**config.mk**
```make
export PLATFORM = sky130hd
export DESIGN_NAME = clock_edge_monitor
export DESIGN_NICKNAME = d
export VERILOG_FILES = /design/src/rtl/clock_edge_monitor.sv
export SDC_FILE = /design/constraint.sdc
export NUM_CORES = 1
export LEC_CHECK = 0
export CORE_ASPECT_RATIO = 0.7
export CORE_MARGIN = 1
export CORE_UTILIZATION = 50
export DETAILED_ROUTE_END_ITERATION = 12
export GPL_TIMING_DRIVEN = 0
export PLACE_DENSITY_LB_ADDON = 0.1
export SYNTH_ARGS = -nofsm -noshare
export SYNTH_HDL_FRONTEND = slang
export SYNTH_SLANG_ARGS = --single-unit
```
**constraint.sdc**
```tcl
create_clock -name clk -period 1.6 [get_ports clk]
set_input_delay 0.4 -clock clk [delete_from_list [all_inputs] [get_ports clk]]
set_output_delay 0.4 -clock clk [all_outputs]
set_load 0.01 [all_outputs]
```
**src/rtl/clock_edge_monitor.sv**
```systemverilog
// clock_edge_monitor
// Samples a slow toggling signal in the fast clk domain. It produces a
// one-cycle tick on each synchronized rising edge and measures the slow
// period in clk cycles. It also reports locked/timeout status, so that
// downstream logic can stay on clk and use enables.
// Optional build macro: CLOCK_EDGE_MONITOR_FALL_EN enables the tick_fall
// pulse on synchronized falling edges. Without it, tick_fall is tied to 0.
module clock_edge_monitor #(
  parameter int SYNC_STAGES = 2,
  parameter int TIMEOUT     = 10000000,
  parameter int CW          = 32
) (
  input  logic          clk,
  input  logic          rst_n,
  input  logic          slow_in,
  output logic          tick,
  output logic          tick_fall,
  output logic [CW-1:0] period,
  output logic          period_valid,
  output logic          locked,
  output logic          timeout
);

  localparam logic [CW-1:0] CNT_MAX = CW'(TIMEOUT - 1);
  localparam logic [CW-1:0] CNT_ONE = CW'(1);

  typedef enum logic [1:0] {
    IDLE    = 2'd0,
    MEASURE = 2'd1,
    LOCKED  = 2'd2
  } state_t;

  state_t state;

  logic [SYNC_STAGES-1:0] sync_p0;
  logic                   s_p0;
  logic                   s_d_p1;
  logic                   rise;
  logic [CW-1:0]          cnt_p1;
  logic                   at_limit;

  // ---- stage p0: metastability synchronizer on the asynchronous input
  // Shift slow_in through the synchronizer chain; the last flop is s.
  always_ff @(posedge clk or negedge rst_n) begin
    if (!rst_n) begin
      sync_p0 <= '0;
    end else begin
      sync_p0 <= {sync_p0[SYNC_STAGES-2:0], slow_in};
    end
  end

  assign s_p0 = sync_p0[SYNC_STAGES-1];

  // ---- stage p1: edge detection against the previous synchronized level
  // Keep s delayed by one cycle so that rises and falls become single-cycle terms.
  always_ff @(posedge clk or negedge rst_n) begin
    if (!rst_n) begin
      s_d_p1 <= 1'b0;
    end else begin
      s_d_p1 <= s_p0;
    end
  end

  assign rise     = s_p0 & ~s_d_p1;
  assign at_limit = (cnt_p1 == CNT_MAX);

  // Counter of clk cycles since the last rise. It saturates so that a
  // missing edge is seen as a stable timeout condition and never wraps.
  always_ff @(posedge clk or negedge rst_n) begin
    if (!rst_n) begin
      cnt_p1 <= '0;
    end else if (rise) begin
      cnt_p1 <= '0;
    end else if (!at_limit) begin
      cnt_p1 <= cnt_p1 + CNT_ONE;
    end
  end

  // ---- stage p2: registered status outputs
  // Lock FSM. All outputs are registered here and update on the same edge as tick.
  always_ff @(posedge clk or negedge rst_n) begin
    if (!rst_n) begin
      state        <= IDLE;
      tick         <= 1'b0;
      period       <= '0;
      period_valid <= 1'b0;
      locked       <= 1'b0;
      timeout      <= 1'b0;
    end else begin
      tick         <= rise;
      period_valid <= 1'b0;
      case (state)
        IDLE: begin
          // The first rise is only a reference point. There is no period yet.
          if (rise) begin
            state   <= MEASURE;
            timeout <= 1'b0;
          end
        end
        MEASURE: begin
          if (rise) begin
            state        <= LOCKED;
            period       <= cnt_p1 + CNT_ONE;
            period_valid <= 1'b1;
            locked       <= 1'b1;
          end else if (at_limit) begin
            state   <= IDLE;
            timeout <= 1'b1;
            locked  <= 1'b0;
          end
        end
        LOCKED: begin
          // A rise on the saturation cycle wins over the timeout.
          if (rise) begin
            period       <= cnt_p1 + CNT_ONE;
            period_valid <= 1'b1;
          end else if (at_limit) begin
            state   <= IDLE;
            timeout <= 1'b1;
            locked  <= 1'b0;
          end
        end
        default: begin
          state <= IDLE;
        end
      endcase
    end
  end

`ifdef CLOCK_EDGE_MONITOR_FALL_EN
  logic fall;

  assign fall = ~s_p0 & s_d_p1;

  // Falling-edge pulse. It has the same latency as tick and does not feed the counter or the FSM.
  always_ff @(posedge clk or negedge rst_n) begin
    if (!rst_n) begin
      tick_fall <= 1'b0;
    end else begin
      tick_fall <= fall;
    end
  end
`else
  assign tick_fall = 1'b0;
`endif

endmodule

```
==> flow_metrics.env <==
export IMPL_rsz0062_at_grt="yes"
export IMPL_wl_met1_um=4000
export IMPL_ys_types=41
export IMPL_status="finished with violations"
export IMPL_syn_area_um2=3310
export IMPL_placement_io_buffers=38
export IMPL_synth_flop_cell="dfrtp_1"
export IMPL_first_global_vias=2623
export IMPL_critPathTopFamily="simple AND/OR/NAND/NOR gates"
export IMPL_ys_top_cells_by_count="73 x dfrtp_1, 46 x nand2_1, 37 x nor2_1"
export IMPL_syn_inst=324
export IMPL_synth_net_count=332
export IMPL_drt_wl_total_um=9380
export IMPL_p_int_uw=3380
export IMPL_antenna_left=0
export IMPL_gp_congestion=0.865
export IMPL_chipHeight_um=70.1
export IMPL_design_area_um2=4910
export IMPL_yosysMostFrequentCell="dfrtp_1"
export IMPL_period_minus_slack_ns=1.96
export IMPL_violations="setup timing"
export IMPL_p_leak_uw=0.00238
export IMPL_avgSynthCellArea_um2=10.2
export IMPL_grt_pass1_wl_um=13300
export IMPL_cp_num_buf_inv=1
export IMPL_root_buffer="clkbuf_8"
export IMPL_yosysTopAreaCell="dfrtp_1"
export IMPL_clk_latency_ns=0.36
export IMPL_r2r_slack_ns=-0.36
export IMPL_max_freq_mhz=510
export IMPL_wl_per_cell_um=18.9
export IMPL_dp_hpwl_um=4920
export IMPL_dieArea_um2=6960
export IMPL_setup_slack_ns=-0.361
export IMPL_hp_class="input port to async pin"
export IMPL_switchingPower_uw=1410
export IMPL_powerDensity_nw_per_um2=976
export IMPL_cp_common_cell="o21ai_1"
export IMPL_cts_sinks=73
export IMPL_fillerInstances=404
export IMPL_skew_ns=0.0104
export IMPL_path_max_fanout=10
export IMPL_overflow=0
export IMPL_arrival_ns=2.21
export IMPL_peakVddDrop_mv=0.723
export IMPL_ys_ff_latch=73
export IMPL_antenna_found_initial=0
export IMPL_dp_cells=440
export IMPL_cap_violations=0
export IMPL_grt_usage_pct=25.7
export IMPL_wl_met2_um=4610
export IMPL_row_count=24
export IMPL_synthTopCellsByArea="dfrtp_1 55%, nand2_1 5.2%, xor2_1 4.8%"
export IMPL_wl_met3_um=530
export IMPL_clockPowerShare_pct=36.2
export IMPL_final_core_util_pct=77.9
export IMPL_final_hold_violation_count=0
export IMPL_pre_cts_slack_ns=-0.678
export IMPL_tightest_slew_ns=0.919
export IMPL_drt_pass1_iter_count=5
export IMPL_criticalPathCategory="flop to flop"
export IMPL_slew_viol_final=0
export IMPL_start_kind="flop"
export IMPL_grt_max_degree=74
export IMPL_routed_via_density=5.68
export IMPL_final_cells=497
export IMPL_syn_to_final_growth_pct=48.3
export IMPL_placed_cell_area_um2=3820
export IMPL_p_sw_share_pct=29.4
export IMPL_finalCritPeriodShare_pct=123
export IMPL_vias=2824
export IMPL_p_comb_share_pct=20.6
export IMPL_first_iter_violations=234
export IMPL_cts_max_level=3
export IMPL_diodes=0
export IMPL_num_nets_final=423
export IMPL_synth_top_area_share_pct=55.2
export IMPL_initial_core_util_pct=52.5
export IMPL_cts_hold_buf=0
export IMPL_ys_seq_area_share_pct=55.2
export IMPL_ys_warnings_count=0
export IMPL_tritoncts="done"
export IMPL_drc_errors=0
export IMPL_die_w_um=99.3
export IMPL_cts_buffers=9
export IMPL_synthArstFlopShare_pct=100
export IMPL_cp_slowest_stage_delay_ns=0.57
export IMPL_synth_edf_count=0
export IMPL_fp_coreArea_um2=6310
export IMPL_worstPathCellList="and4bb_1 -> nand4_1 -> or4_4 -> buf_6 -> o21ai_1 -> o21ai_1"
export IMPL_cts_clk_slew_worst_paths_ns=0.08
export IMPL_top_layer="met4"
export IMPL_drive_above_1_share_pct=38.4
export IMPL_cp_end_kind="flop"
export IMPL_clk_path_buf_depth=2
export IMPL_total_power_uw=4790
export IMPL_setup_viol=51
export IMPL_max_slew_margin_pct=38.7
export IMPL_crit_path_top_delay_cell="or4_4"
export IMPL_p_seq_share_pct=43.2
export IMPL_boundaryPins=40
export IMPL_required_ns=1.85
-- cell type report --
cell class	count	area [um2]	share of cell area (%)
Buffer	12	98.8	2.01
Clock buffer	9	124	2.52
Sequential cell	73	1840	37.4
Timing Repair Buffer	81	729	14.9
Multi-Input combinational cell	227	1880	38.2
Clock inverter	6	108	2.19
Inverter	11	41.3	0.841
Tap cell	78	97.6	1.99
-- registers in the layout, summed over array words and instances, names as in the netlist --
| signal | flops |
|---|---|
| timeout | 1 |
| locked | 1 |
| s_d_p1 | 1 |
| sync_p0 | 2 |
| period | 32 |
| state | 2 |
| tick | 1 |
| period_valid | 1 |
| cnt_p1 | 32 |
-- worst paths after layout --
kind,start,to,depth (start not counted)
worst max register to register,cnt_p1[14]$_DFFE_PN0P_,locked$_DFFE_PN0P_,6
worst min-delay path,rst_n,period[5]$_DFFE_PN0P_,1
worst max-delay path,cnt_p1[14]$_DFFE_PN0P_,locked$_DFFE_PN0P_,6
min in group clk,sync_p0[0]$_DFF_PN0_,sync_p0[1]$_DFF_PN0_,0
max in group asynchronous,rst_n,cnt_p1[21]$_DFFE_PN0P_,1
worst min register to register,sync_p0[0]$_DFF_PN0_,sync_p0[1]$_DFF_PN0_,0
-- through the flow --
step / TNS [ns] / hold slack (ns)
6_report: -13.08 / 0.167
5_1_grt: -17.72 / 0.261
4_1_cts: -8.99 / 0.201
3_5_place_dp: -23.06 / 0.335
3_3_place_gp: -191.95 / 0.339
2_1_floorplan: -3.84 / 0.104
-- what timing repair did --
action	4_1_cts	5_1_grt
buffers inserted	33	10
setup endpoints to repair	106	69
resized for setup	109	73
gates cloned	0	1
pin swaps	30	23
-- layer usage --
| layer | vias up | GRT usage, % |
|---|---|---|
| met5 | - | 0 |
| met4 | 0 | 11.8 |
| met3 | 25 | 6.61 |
| met2 | 101 | 38.5 |
| met1 | 1414 | 35.5 |
| li1 | 1284 | - |
-- cell families after synthesis --
logic type | share of synthesized area (%)
and+or+nand+nor | 22.3
AOI/OAI and AO/OA | 8.16
xor gates and xnor gates | 8.20
adders and majority gates | 1.89
DFF | 55.2
buffers and inverters | 3.55
muxes | 0.642
other | 0.113
-- cells in the final DEF (no fill, tap or decap), types with 2 or more instances in the layout --
| master | count |
|---|---|
| a21oi_1 | 5 |
| a22oi_1 | 2 |
| buf_4 | 30 |
| buf_6 | 16 |
| bufinv_16 | 3 |
| clkbuf_4 | 7 |
| clkbuf_8 | 9 |
| clkinv_2 | 2 |
| dfrtp_1 | 66 |
| dfrtp_2 | 7 |
| dlygate4sd2_1 | 36 |
| ha_1 | 4 |
| inv_1 | 11 |
| nand2_1 | 38 |
| nand2_4 | 7 |
| nand3_1 | 9 |
| nand3_2 | 9 |
| nand4_1 | 13 |
| nor2_1 | 20 |
| nor2_2 | 12 |
| nor2_4 | 5 |
| nor3_1 | 4 |
| nor3_4 | 2 |
| nor4_2 | 2 |
| nor4_4 | 5 |
| o21ai_0 | 9 |
| o21ai_1 | 23 |
| o21ai_2 | 4 |
| or3_4 | 3 |
| xnor2_1 | 4 |
| xnor2_2 | 8 |
| xor2_1 | 4 |
| xor2_2 | 11 |
| xor2_4 | 3 |
-- power by group through the flow --
stage	Clock, uW	Sequential (uW)	Combinational [uW]
2_1_floorplan	0	2110	443
3_3_place_gp	0	2100	729
3_5_place_dp	0	2100	754
4_1_cts	1750	2060	938
5_1_grt	1830	2080	1070
6_report	1740	2070	987
No activity file was read; power rests on OpenSTA's default activity.
